[config.mk]
export PLATFORM = sky130hd
export DESIGN_NAME = jellyvl_etherneco_packet_rx
export DESIGN_NICKNAME = d
export VERILOG_FILES = /design/src/rtl/jellyvl_etherneco_packet_rx.sv
export SDC_FILE = /design/constraint.sdc
export NUM_CORES = 1
export LEC_CHECK = 0
export CORE_MARGIN = 5
export CORE_UTILIZATION = 60
export CTS_CLUSTER_SIZE = 40
export DETAILED_ROUTE_END_ITERATION = 16
export PLACE_DENSITY = 0.82
export RECOVER_POWER = 25
export SLEW_MARGIN = 20
export SYNTH_ARGS = -nofsm -noshare
export SYNTH_HDL_FRONTEND = slang
export SYNTH_SLANG_ARGS = --single-unit
[constraint.sdc]
create_clock -name clk -period 7 [get_ports clk]
set_input_delay 0.7 -clock clk [delete_from_list [all_inputs] [get_ports clk]]
set_output_delay 0.7 -clock clk [all_outputs]
set_load 0.02 [all_outputs]
[src/rtl/jellyvl_etherneco_packet_rx.sv]
// Etherneco ring RX parser: header extraction, payload streaming, FCS (CRC-32) check.
// Latency: header/payload outputs and start/end pulses registered, 1 cycle after the input byte.
// Backpressure: none; one byte accepted on every s_rx_valid cycle.
module jellyvl_etherneco_packet_rx #(
  parameter int PREAMBLE_MAX = 7,
  parameter bit CRC_CHECK    = 1'b1
) (
  input  logic        rst,
  input  logic        clk,
  input  logic        s_rx_first,
  input  logic        s_rx_last,
  input  logic [7:0]  s_rx_data,
  input  logic        s_rx_valid,
  output logic        m_rx_start,
  output logic        m_rx_end,
  output logic        m_rx_error,
  output logic [15:0] m_rx_length,
  output logic [7:0]  m_rx_type,
  output logic [7:0]  m_rx_node,
  output logic        m_payload_first,
  output logic        m_payload_last,
  output logic [7:0]  m_payload_data,
  output logic        m_payload_valid
);

  localparam logic [31:0] POLY    = 32'h04C11DB7;
  localparam logic [7:0]  PRE_MAX = 8'(PREAMBLE_MAX);

  typedef enum logic [2:0] {
    ST_IDLE, ST_PREAMBLE, ST_LENGTH, ST_TYPE, ST_NODE, ST_PAYLOAD, ST_FCS, ST_WAIT
  } state_t;

  // CRC-32, MSB-first, non-reflected; restarted from all-ones on the LEN low byte.
  function automatic logic [31:0] crc_next(input logic [31:0] c, input logic [7:0] d);
    logic [31:0] r;
    r = c;
    for (int i = 7; i >= 0; i--) begin
      r = {r[30:0], 1'b0} ^ (((r[31] ^ d[i]) == 1'b1) ? POLY : 32'h0);
    end
    return r;
  endfunction

  state_t      state_q, state_d;
  logic [7:0]  cnt_q, cnt_d;
  logic [15:0] remain_q, remain_d;
  logic [31:0] crc_q, crc_d;
  logic [23:0] fcs_q, fcs_d;
  logic        start_q, start_d;
  logic        end_q, end_d;
  logic        error_q, error_d;
  logic [15:0] length_q, length_d;
  logic [7:0]  type_q, type_d;
  logic [7:0]  node_q, node_d;
  logic        pfirst_q, pfirst_d;
  logic        plast_q, plast_d;
  logic [7:0]  pdata_q, pdata_d;
  logic        pvalid_q, pvalid_d;
  logic        err_c;

  // Next-state and output decode; only valid bytes advance the parser.
  always_comb begin
    state_d  = state_q;
    cnt_d    = cnt_q;
    remain_d = remain_q;
    crc_d    = crc_q;
    fcs_d    = fcs_q;
    start_d  = 1'b0;
    end_d    = 1'b0;
    error_d  = 1'b0;
    length_d = length_q;
    type_d   = type_q;
    node_d   = node_q;
    pfirst_d = 1'b0;
    plast_d  = 1'b0;
    pdata_d  = pdata_q;
    pvalid_d = 1'b0;
    err_c    = 1'b0;

    if (s_rx_valid) begin
      if (s_rx_first && state_q != ST_IDLE && state_q != ST_WAIT) begin
        // A new frame start aborts the current one; a 0x55 start is reused.
        end_d   = 1'b1;
        error_d = 1'b1;
        if (s_rx_data == 8'h55 && !s_rx_last) begin
          state_d = ST_PREAMBLE;
          cnt_d   = 8'd1;
        end else begin
          state_d = s_rx_last ? ST_IDLE : ST_WAIT;
        end
      end else begin
        case (state_q)
          ST_IDLE: begin
            if (s_rx_first && !s_rx_last && s_rx_data == 8'h55) begin
              state_d = ST_PREAMBLE;
              cnt_d   = 8'd1;
            end
          end
          ST_PREAMBLE: begin
            if (s_rx_last) begin
              err_c = 1'b1;
            end else if (s_rx_data == 8'h55) begin
              if (cnt_q >= PRE_MAX) err_c = 1'b1;
              else                  cnt_d = cnt_q + 8'd1;
            end else if (s_rx_data == 8'hD5) begin
              state_d = ST_LENGTH;
              cnt_d   = 8'd0;
              start_d = 1'b1;
            end else begin
              err_c = 1'b1;
            end
          end
          ST_LENGTH: begin
            if (s_rx_last) begin
              err_c = 1'b1;
            end else if (cnt_q == 8'd0) begin
              length_d[7:0] = s_rx_data;
              crc_d         = crc_next(32'hFFFF_FFFF, s_rx_data);
              cnt_d         = 8'd1;
            end else begin
              length_d[15:8] = s_rx_data;
              crc_d          = crc_next(crc_q, s_rx_data);
              state_d        = ST_TYPE;
            end
          end
          ST_TYPE: begin
            if (s_rx_last) begin
              err_c = 1'b1;
            end else begin
              type_d  = s_rx_data;
              crc_d   = crc_next(crc_q, s_rx_data);
              state_d = ST_NODE;
            end
          end
          ST_NODE: begin
            if (s_rx_last) begin
              err_c = 1'b1;
            end else begin
              node_d   = s_rx_data;
              crc_d    = crc_next(crc_q, s_rx_data);
              remain_d = length_q;
              state_d  = ST_PAYLOAD;
            end
          end
          ST_PAYLOAD: begin
            if (s_rx_last) begin
              err_c = 1'b1;
            end else begin
              pvalid_d = 1'b1;
              pdata_d  = s_rx_data;
              pfirst_d = (remain_q == length_q);
              plast_d  = (remain_q == 16'd0);
              crc_d    = crc_next(crc_q, s_rx_data);
              if (remain_q == 16'd0) begin
                state_d = ST_FCS;
                cnt_d   = 8'd0;
              end else begin
                remain_d = remain_q - 16'd1;
              end
            end
          end
          ST_FCS: begin
            if (cnt_q[1:0] == 2'd3) begin
              if (s_rx_last) begin
                state_d = ST_IDLE;
                end_d   = 1'b1;
                error_d = CRC_CHECK && ({s_rx_data, fcs_q} != crc_q);
              end else begin
                err_c = 1'b1;
              end
            end else if (s_rx_last) begin
              err_c = 1'b1;
            end else begin
              case (cnt_q[1:0])
                2'd0:    fcs_d[7:0]   = s_rx_data;
                2'd1:    fcs_d[15:8]  = s_rx_data;
                default: fcs_d[23:16] = s_rx_data;
              endcase
              cnt_d = cnt_q + 8'd1;
            end
          end
          ST_WAIT: begin
            if (s_rx_last) state_d = ST_IDLE;
          end
          default: state_d = ST_IDLE;
        endcase

        // Single error report, then drop the rest of the frame.
        if (err_c) begin
          end_d   = 1'b1;
          error_d = 1'b1;
          state_d = s_rx_last ? ST_IDLE : ST_WAIT;
        end
      end
    end
  end

  // State and registered outputs.
  always_ff @(posedge clk) begin
    if (rst) begin
      state_q  <= ST_IDLE;
      cnt_q    <= 8'd0;
      remain_q <= 16'd0;
      crc_q    <= 32'd0;
      fcs_q    <= 24'd0;
      start_q  <= 1'b0;
      end_q    <= 1'b0;
      error_q  <= 1'b0;
      length_q <= 16'd0;
      type_q   <= 8'd0;
      node_q   <= 8'd0;
      pfirst_q <= 1'b0;
      plast_q  <= 1'b0;
      pdata_q  <= 8'd0;
      pvalid_q <= 1'b0;
    end else begin
      state_q  <= state_d;
      cnt_q    <= cnt_d;
      remain_q <= remain_d;
      crc_q    <= crc_d;
      fcs_q    <= fcs_d;
      start_q  <= start_d;
      end_q    <= end_d;
      error_q  <= error_d;
      length_q <= length_d;
      type_q   <= type_d;
      node_q   <= node_d;
      pfirst_q <= pfirst_d;
      plast_q  <= plast_d;
      pdata_q  <= pdata_d;
      pvalid_q <= pvalid_d;
    end
  end

  assign m_rx_start      = start_q;
  assign m_rx_end        = end_q;
  assign m_rx_error      = error_q;
  assign m_rx_length     = length_q;
  assign m_rx_type       = type_q;
  assign m_rx_node       = node_q;
  assign m_payload_first = pfirst_q;
  assign m_payload_last  = plast_q;
  assign m_payload_data  = pdata_q;
  assign m_payload_valid = pvalid_q;

endmodule
# After elaboration in Yosys (flattened, before gate mapping)
# Index checks and enable logic that the tools add are counted.
totals:
  register_bits: 129
  input_bits: 13
  out_inout_bits: 46
  wordCells: 209
classes:
  addsub: 2
  magnitude_cmp: 1
  eq_ne: 41
  n_mux: 75
  bitwise_logic: 39
  n_reduce_logical: 33
ops:
  columns: ["op", "n"]
  rows:
  - ["32-bit by 27-bit bitwise XOR with 32-bit output", 15]
  - ["27-bit two-way mux", 16]
  - ["8-bit two-way mux", 13]
  - ["32-bit two-way mux", 3]
  - ["32-bit one-hot mux with 2 select lines", 1]
  - ["4-bit inequality test (second input constant)", 13]
  - ["16-bit two-way mux", 3]
  - ["3-bit two-way mux", 16]
  - ["8-bit one-hot mux with 5 select lines", 1]
  - ["32-bit inequality test", 1]
  - ["16-bit one-hot mux with 2 select lines", 1]
  - ["26-bit inverter with 31-bit output", 1]
  - ["3-bit inequality test (second input constant)", 9]
  - ["3-bit one-hot mux with 8 select lines", 1]
  - ["6-bit AND reduction", 4]
  - ["1-bit two-way mux", 19]
  - ["16-bit equality test", 1]
  - ["16-bit zero test", 1]
  - ["16-bit by 1-bit subtractor with 16-bit output (second input constant)", 1]
  - ["5-bit AND reduction", 3]
  - ["1-bit bitwise XOR", 15]
  - ["13-bit AND reduction", 1]
  - ["3-bit equality test (second input constant)", 4]
  - ["12-bit AND reduction", 1]
  - ["26 further kinds", 47]

# Depth between registers and ports, before layout
# Gate-level depths: netlist of the first run.
logic_depth:
  depth_word: 27
  depth_mapped: 10
  ltp_nobuf: 8

# Least setup slack after synthesis of the first run
# OpenSTA, ideal clock, no wires.
synth_timing:
  path_type: "input-to-reg"
  startpoint: "input s_rx_data[5]"
  endpoint: "register cnt_q[3]"
  setup_time_ns: 0.116
  arrival_time_ns: 2.476
  required_time_ns: 6.884
  slack_ns: 4.408
  cell_stages: 9
  n_path_buf: 1
  path_cell_list: "clkbuf_1 > inv_1 > ha_1 > and4b_1 > and2_1 > a311oi_1 > nand2b_1 > nor2_1 > a31o_2"
synth_via:
  elab_chain_cells: 5
  word_cells_on_any_way: 13
  cone_classes: "eq/ne: 6; mux: 4; reduce/logical: 3"
synth_lines:
  columns: ["element", "line", "source"]
  rows:
  - ["start: declaration", "12", "input logic [7:0] s_rx_data,"]
  - ["8-bit by 7-bit equality test with 1-bit output", "84, 93, 101", null]
  - ["8-bit two-way mux", "101", "end else if (s_rx_data == 8'h55) begin"]
  - ["8-bit two-way mux", "99", "if (s_rx_last) begin"]
  - ["8-bit one-hot mux with 5 select lines", "91", "case (state_q)"]
  - ["8-bit two-way mux", "80", "if (s_rx_first && state_q != ST_IDLE && state_q != ST_WAIT) begin"]
  - ["end signal: assignment", "217", "cnt_q <= cnt_d;"]
  - ["end: declaration", "44", "logic [7:0] cnt_q, cnt_d;"]
# Parallel ways exist; a longest one is shown, timed or not. The select of a mux whose other input is x is not followed.
# A chain may end at the register's enable or synchronous reset.

# Worst setup path in the final report of the first run
layout_timing:
  startpoint: "input s_rx_data[3]"
  endpoint: "register crc_q[7]"
layout_via:
  elab_chain_cells: 9
  word_cells_on_any_way: 16
  cone_classes: "mux: 6; bitwise: 10"
layout_lines:
  columns: ["element", "line", "source"]
  rows:
  - ["1-bit bitwise XOR", "38", "r = {r[30:0], 1'b0} ^ (((r[31] ^ d[i]) == 1'b1) ? POLY : 32'h0);"]
  - ["27-bit two-way mux", "38", null]
  - ["32-bit by 27-bit bitwise XOR with 32-bit output (4 in series)", "38", null]
  - ["32-bit two-way mux", "115", "end else if (cnt_q == 8'd0) begin"]
  - ["32-bit two-way mux", "113", "if (s_rx_last) begin"]
  - ["32-bit one-hot mux with 2 select lines *", "91", null]
  - ["end signal: assignment", "219", "crc_q <= crc_d;"]
  - ["end: declaration", "46", "logic [31:0] crc_q, crc_d;"]
# Mark *: on every way between the ends. The rest lies on a longest branch, timed or not. The select of a mux whose other input is x is not followed.

==> flow_summary.toml, run 1 <==
[global_route]
gr-usage-all-layers_pct = 29.0
grtUsageMet3_pct = 6.77
antenna_found_initial = 0
grt-ovfl-total = 0
use_met2_pct = 44.3
grt_pass1_wl_um = 34100
grt-busiest-layer = "met2"
gr-usage-met1_pct = 39.8
grt_pass1_vias = 6317
grt_max_degree = 94

[finish]
diodes = 0
postLayoutCellArea_um2 = 8840
final_common_cell = "dfxtp_1"
final_nets = 952
ff_latch_area_um2 = 2580
area_growth_pct = 14.8
multiInputGateArea_um2 = 4770
mostFrequentLayoutCells = "dfxtp_1 (129), nor2_1 (126), xnor2_1 (90)"
drive_gt1_share_pct = 7.14
fillCellCount = 1029

[worst_setup_path]
crit_chain = "clkdlybuf4s50_1, xnor2_1, xnor2_1, xnor2_1, or2_2, a31oi_1, nor3_1"
crit_slowest_cell = "xnor2_1"
endpoint_kind = "flip-flop"
crit_type = "in -> reg"
worst_ep_required_time_ps = 7280
crit_path_max_fanout = 13
cpMostUsedCell = "xnor2_1"
start_kind = "primary input"
crit_arrival_ps = 3720
cp_num_buf_inv = 1
crit_cells = 7
critPathTopFamily = "XOR/XNOR gates"
reg2reg_depth = 6
max_stage_delay_ps = 940

[clock_network]
cts_resized = 0
cts_tree = "yes"
cts_buffers = 17
cts_setup_buffers = 0
cts-root-buf = "clkbuf_16"
clock_latency_ps = 430
clk_pin_slew_worst_paths_ps = 70
ctsHoldBuffers = 0
clock-sinks = 129
clockBufferDepth = 2
cts_max_level = 4

[route]
vias_per_cell = 6.05
routed_wl_um = 20900
drc = 0
ant_nets = 0
dr.pass1.iters = 6
wl_per_cell_um = 18.9
num_vias = 6726
first_iter_violations = 585

[timing]
worstMarginPinSlew_ps = 977
slew_violations = 0
period_share_pct = 49.1
fmax_mhz = 291
relSlewSlack_pct = 34.7
fin_hold_ws_ps = 461
fin_setup_tns_ps = 0
final.min_clock_period_ps = 3440
setup_viol = 0
skew_ps = 12.7
rsz0062_at_grt = "no"
hold_violations = 0

[logic_synthesis]
synth-async-reset-ratio_pct = 0
synth-seq-area-share_pct = 33.5
synthCells = 903
yosysWarnings = 0
yosys_most_used_dff = "dfxtp_1"
syn_area_um2 = 7700
post-synth-top-area-cell = "dfxtp_1"
avgSynthCellArea_um2 = 8.53
synth.distinct_cells = 67
ys_seq_elements = 129
synth_edf_count = 0
netlist_top_cells_area = "dfxtp_1 (34%), xnor2_1 (10%), mux2i_1 (6.9%), xor2_1 (6.3%), nor2_1 (6.1%)"
synth_nets = 929
synth_top_area_share_pct = 33.5

[placement]
dpl_cell_area_um2 = 8260
port_buffers = 58
gp_congestion = 0.948
hpwlAfterDp_um = 14000

[pwr]
peakVddDrop_v = 0.000186
p_per_area_nw_per_um2 = 281
power_w = 0.00248
p_leak_nw = 3.47

[worst_hold_path]
hold_path.class = "reg -> reg"
hold_path_depth = 2

[die]
die_x_um = 123
initial_core_util_pct = 61.0
die_area_um2 = 15200
die_y_um = 123
core_um2 = 12600
ios = 59
rows = 41

[outcome]
status = "finished clean"

[flow_run]
drv_cap = 0
==> routing by layer <==
metal  vias to the layer above  share of wire, %
li1                       3176                 -
met1                      3166                43
met2                       330                45
met3                        54               8.6
met4                         0               2.9
met5                         -                 0
==> path summary, 6_finish.rpt <==
kind / startpoint / end / slack [ps]
setup / recovery: s_rx_data[3] / crc_q[7] / 3560
hold / removal: m_payload_data[1] / m_payload_data[1] / 460
setup reg to reg: state_q[0] / cnt_q[7] / 3630
hold reg to reg: m_payload_data[1] / m_payload_data[1] / 460
==> final cells by class <==
cell class | count | share of cell area [%]
Timing Repair Buffer | 66 | 7.21
Clock inverter | 15 | 1.81
Tap cell | 172 | 2.43
Multi-Input combinational cell | 698 | 53.9
Sequential cell | 129 | 29.2
Inverter | 14 | 0.594
Clock buffer | 17 | 4.81
==> report_power, final <==
group | leakage, nW | switching (W) | internal, W
registers | 1.04 | 0.0000620 | 0.000763
clock network | 0.286 | 0.000401 | 0.000478
logic | 2.14 | 0.000457 | 0.000320
total | 3.47 | 0.000920 | 0.00156
==> cell usage after synthesis, types with 9 or more instances <==
cell type,number
nand4_1,10
nor4_1,10
nor2_1,126
clkbuf_1,40
nand2b_1,11
inv_1,14
dfxtp_1,129
nor3_1,30
ha_1,13
a211oi_1,28
xor2_1,55
nand2_1,73
mux2i_1,53
a22oi_1,9
a21oi_1,46
o21ai_0,25
nand3_1,21
xnor2_1,90
==> flip-flops by register name, indices dropped and copies added, names as in the netlist, 3 cells and up <==
register	flops
crc_q	32
fcs_q	24
m_rx_length	16
remain_q	16
cnt_q	8
m_payload_data	8
m_rx_node	8
m_rx_type	8
state_q	3
==> kinds of logic (layout without fill, tap and decap cells) <==
group,Yosys count,after routing,share of synthesized area [%]
simple gates,317,317,19.2
flops,129,129,33.5
mux,54,54,7.03
xor+xnor,159,159,20.2
compound gates,155,155,13.3
fa+ha+maj,13,13,2.11
buf+inv,76,112,4.61
==> worst register-to-register path: stages, from the launching register on <==
cell and delay, ps:
dfxtp_1 690, nor2b_1 400, nand2_1 640, a211oi_1 830, and4b_1 350, a311oi_1 260, a31o_2 150
==> through the flow <==
step	setup WS, ps	instances	utilization [%]
finish	3560	1111	70.1
global route	3370	1111	70.1
CTS	3660	1111	70.1
detailed placement	3200	1079	65.4
global placement	3260	1079	65.4
floorplan	4410	903	-
Power figures use the tool's default switching activity.
==> run 2: changes to the inputs <==
Settings changed: CORE_UTILIZATION 60 to 59, PLACE_DENSITY 0.82 to 0.8.
Clock period 7 ns to 3.2 ns, I/O delays scaled along.
==> run 2 against run 1 <==
Against the previous run: sequential cell count stayed put; global-route usage decreased by 1.5 points; total power up 120%; clock skew fell by 6.1 ps; sequential share of layout area down 0.67 points; critical path depth rose by 1; first-iteration DRC count up 4.3%; worst hold slack worse by 61 ps; via count grew 2.4%; critical path type unchanged; critical endpoint is now crc_q[11]; largest power group unchanged; highest routed layer unchanged.
==> flow_summary.toml, run 2 (synthesis gave the netlist of run 1 again) <==
[outcome]
status = "finished clean"

[clock_network]
cts-root-buf = "clkbuf_16"
clk_pin_slew_worst_paths_ps = 60
clock-sinks = 129
ctsHoldBuffers = 0
cts_setup_buffers = 0
cts_resized = 0
cts_max_level = 4
cts_buffers = 17
clockBufferDepth = 2
cts_tree = "yes"
clock_latency_ps = 430

[die]
initial_core_util_pct = 60.5
die_y_um = 124
core_um2 = 12700
rows = 41
ios = 59
die_area_um2 = 15400
die_x_um = 124

[route]
num_vias = 6886
first_iter_violations = 610
ant_nets = 0
dr.pass1.iters = 5
vias_per_cell = 6.05
wl_per_cell_um = 18.9
routed_wl_um = 21500
drc = 0

[pwr]
p_per_area_nw_per_um2 = 604
power_w = 0.00547
combPwrFrac_pct = 32.2
switching_power_w = 0.00194
p_sw_share_pct = 35.4
intPower_w = 0.00354
pwr-share-seq_pct = 33.0
p_leak_nw = 3.58
peakVddDrop_v = 0.000568
pwr-share-clk_pct = 34.8

[worst_setup_path]
crit_arrival_ps = 2980
start_kind = "primary input"
crit_slowest_cell = "clkdlybuf4s50_1"
cpMostUsedCell = "xnor2_2"
crit_chain = "clkdlybuf4s50_1, xor2_2, inv_1, xnor2_2, xnor3_2, xnor2_2, xor2_1, a2111oi_0"
cp_num_buf_inv = 2
worst_ep_required_time_ps = 3480
crit_type = "in -> reg"
r2r_setup_slack_ps = 560
crit_path_max_fanout = 4
critPathTopFamily = "XOR/XNOR gates"
max_stage_delay_ps = 660
endpoint_kind = "flip-flop"

[global_route]
gr-usage-all-layers_pct = 27.6
grt_pass1_wl_um = 34600
grt-ovfl-total = 0
grt_pass1_vias = 6503
antenna_found_initial = 0
grt_max_degree = 72

[finish]
utilization_pct = 71.2
area_growth_pct = 17.5
largest_reg_flops = 32
final_nets = 980
top_regs = "crc_q x32, fcs_q x24"
multiInputGateArea_um2 = 4770
mostFrequentLayoutCells = "dfxtp_1 (129), nor2_1 (126), xnor2_1 (90)"
fillCellCount = 1041
final_common_cell = "dfxtp_1"
drive_gt1_share_pct = 9.62
top_register = "crc_q"
ff_latch_area_um2 = 2580
diodes = 0

[flow_run]
drv_cap = 0

[timing]
worstMarginPinSlew_ps = 708
rsz0062_at_grt = "no"
fmax_mhz = 371
skew_ps = 6.61
fin_setup_tns_ps = 0
final.min_clock_period_ps = 2700
setup_viol = 0
hold_violations = 0
slew_violations = 0
period_share_pct = 84.2
relSlewSlack_pct = 52.6

[placement]
port_buffers = 58
hpwlAfterDp_um = 14900
gp_congestion = 0.986

[worst_hold_path]
hold_path.class = "in -> reg"
[run 2: worst paths after layout]
path                     startpoint                end  depth (start not counted)
hold / removal                  rst     m_rx_length[0]                          2
hold reg to reg   m_payload_data[6]  m_payload_data[6]                          2
setup reg to reg        remain_q[0]           cnt_q[7]                          9
setup / recovery       s_rx_data[7]          crc_q[11]                          8
[run 2: worst register-to-register path: stages (launching register included)]
cell	delay, ps
dfxtp_1	390
inv_1	90
ha_1	230
nor3b_1	140
buf_4	160
and3_1	250
a211oi_1	570
and4b_1	360
a311oi_1	260
a31o_2	140
[run 2: metal layers]
metal  part of all wire, %  track usage [%]  up-vias
met5                     0                0        -
met4                   2.4             9.41        0
met3                   8.6             6.69       41
met2                    46             43.3      326
met1                    43             37.2     3287
li1                      -                -     3232
[run 2: through the flow]
| step | hold WS (ps) | worst slack (ps) | std cells | area [µm²] |
|---|---|---|---|---|
| 2_1_floorplan | 441 | 916 | 903 | 7700 |
| 3_3_place_gp | 441 | 302 | 1107 | 8480 |
| 3_5_place_dp | 447 | 201 | 1107 | 8480 |
| 4_1_cts | 394 | 629 | 1139 | 9060 |
| 5_1_grt | 407 | 391 | 1139 | 9050 |
| 6_report | 400 | 505 | 1139 | 9050 |
[run 2: cell type report]
class / count / share of cell area [%]
timing repair buffer: 94 / 9.47
sequential: 129 / 28.5
inverter: 14 / 0.581
multi-input combinational: 698 / 52.6
tap: 172 / 2.38
clock buffer: 19 / 5.00
clock inverter: 13 / 1.40
[run 2: power by group through the flow]
| stage | logic [W] | clock network [W] | registers (W) |
|---|---|---|---|
| 2_1_floorplan | 0.00142 | 0 | 0.00176 |
| 3_3_place_gp | 0.00169 | 0 | 0.00184 |
| 3_5_place_dp | 0.00172 | 0 | 0.00183 |
| 4_1_cts | 0.00174 | 0.00191 | 0.00180 |
| 5_1_grt | 0.00189 | 0.00200 | 0.00181 |
| 6_report | 0.00176 | 0.00190 | 0.00181 |
==> run 3: changes to the inputs <==
Settings changed: CORE_UTILIZATION 59 to 54, PLACE_DENSITY 0.8 to 0.78.
Clock period 3.2 ns to 2.2 ns, I/O delays scaled along.
==> run 3 against run 2 <==
Against the previous run: the flow now finishes with violations (setup timing); utilization grew 3.1 points; highest routed layer unchanged; global-route usage grew 1.4 points; worst hold slack lost 220 ps; critical endpoint unchanged; first-iteration DRC count grew 32%; critical path type is now reg -> reg; cell area grew 14%.
==> flow_summary.toml, run 3 (synthesis gave the netlist of run 1 again) <==
[timing]
period_share_pct = 110
skew_ps = 15.0
relSlewSlack_pct = 53.9
final.min_clock_period_ps = 2420
worstMarginPinSlew_ps = 674
slew_violations = 0
setup_viol = 15
hold_violations = 0
fin_hold_ws_ps = 180
fmax_mhz = 413
setup_slack_ps = -222
rsz0062_at_grt = "yes"

[pwr]
p_per_area_nw_per_um2 = 896
pwr-share-clk_pct = 31.0
pwr-share-seq_pct = 28.1
switching_power_w = 0.00340
peakVddDrop_v = 0.000631
p_sw_share_pct = 36.7
p_leak_nw = 4.22
combPwrFrac_pct = 40.9
power_w = 0.00926
intPower_w = 0.00586

[route]
routed_wl_um = 25400
num_vias = 7553
dr.pass1.iters = 8
vias_per_cell = 5.99
drc = 0
ant_nets = 0
first_iter_violations = 807
wl_per_cell_um = 20.1

[clock_network]
cts_max_level = 4
clock-sinks = 129
cts_buffers = 17
clock_latency_ps = 430
clockBufferDepth = 2
cts_tree = "yes"
clk_pin_slew_worst_paths_ps = 70
ctsHoldBuffers = 0
cts-root-buf = "clkbuf_16"

[finish]
drive_gt1_share_pct = 24.3
area_growth_pct = 34.3
mostFrequentLayoutCells = "buf_4 (138), dfxtp_1 (123), nor2_1 (120)"
stdcell_count = 1261
ff_latch_area_um2 = 2590
final_nets = 1094
final_common_cell = "buf_4"
multiInputGateArea_um2 = 5080
top_register = "crc_q"
top_regs = "crc_q x32, fcs_q x24"
largest_reg_flops = 32
postLayoutCellArea_um2 = 10300
utilization_pct = 74.2
diodes = 0
fillCellCount = 918

[global_route]
antenna_found_initial = 0
grt-ovfl-total = 0
grt_pass1_vias = 7343
grt_pass1_wl_um = 38000
gr-usage-all-layers_pct = 29.0
grt_max_degree = 41

[worst_setup_path]
cpMostUsedCell = "buf_4"
start_kind = "flip-flop"
endpoint_kind = "flip-flop"
crit_path_max_fanout = 3
crit_slowest_cell = "a2111oi_0"
crit_chain = "or4_4, nor4b_4, buf_4, buf_4, a31oi_1, a2111oi_0"
max_stage_delay_ps = 630
worst_ep_required_time_ps = 2460
cp_num_buf_inv = 2
critPathTopFamily = "simple AND/OR/NAND/NOR gates"
crit_type = "reg -> reg"
crit_arrival_ps = 2680

[placement]
dpl.cell_count = 1222
hpwlAfterDp_um = 16600
dpl_cell_area_um2 = 9360
port_buffers = 58
gp_congestion = 0.994

[die]
ios = 59
core_um2 = 13900
die_area_um2 = 16800
initial_core_util_pct = 55.3
die_x_um = 129
die_y_um = 129
rows = 43

[outcome]
violations = "setup timing"
status = "finished with violations"

[flow_run]
drv_cap = 0

[worst_hold_path]
hold_path.class = "in -> reg"
[run 3: layout make-up]
cell class,instances,share of cell area (%)
clock buffers,17,4.11
multi-input cells,698,49.1
clock inverters,15,1.55
inverters,14,0.508
flip-flops and latches,129,25.1
well taps,180,2.18
repair buffers,208,17.5
[run 3: routing by layer]
metal / global-route usage, % / routed length, µm / up-vias
li1: - / - / 3448
met1: 36.6 / 10200 / 3598
met2: 47.3 / 11900 / 410
met3: 7.05 / 2220 / 97
met4: 12.8 / 1120 / 0
met5: 0 / 0 / -
[run 3: worst paths after layout]
check / cells past startpoint / from / slack, ps / endpoint
max: 6 / cnt_q[5] / -220 / crc_q[11]
min: 2 / rst / 180 / fcs_q[7]
max reg2reg: 6 / cnt_q[5] / -220 / crc_q[11]
min reg2reg: 2 / m_payload_data[4] / 460 / m_payload_data[4]
[run 3: per-stage QoR]
step                      setup TNS [ps]  setup WS [ps]
final                               -583           -222
after global routing               -2550           -269
after CTS                          -13.1          -10.9
after detailed placement           -5890           -299
after global placement             -4500           -288
after floorplan                    -20.8          -20.8
[run 3: timing repair]
action	CTS	global route
resized for setup	10	74
pin swaps	2	24
setup buffers	2	3
cloned	0	2
setup endpoints to repair	14	44
[run 3: power groups by stage]
stage | Combinational [W] | Sequential, W | Clock, W
floorplan | 0.00207 | 0.00257 | 0
global placement | 0.00307 | 0.00263 | 0
detailed placement | 0.00312 | 0.00263 | 0
CTS | 0.00322 | 0.00259 | 0.00288
global route | 0.00400 | 0.00262 | 0.00298
finish | 0.00379 | 0.00260 | 0.00287
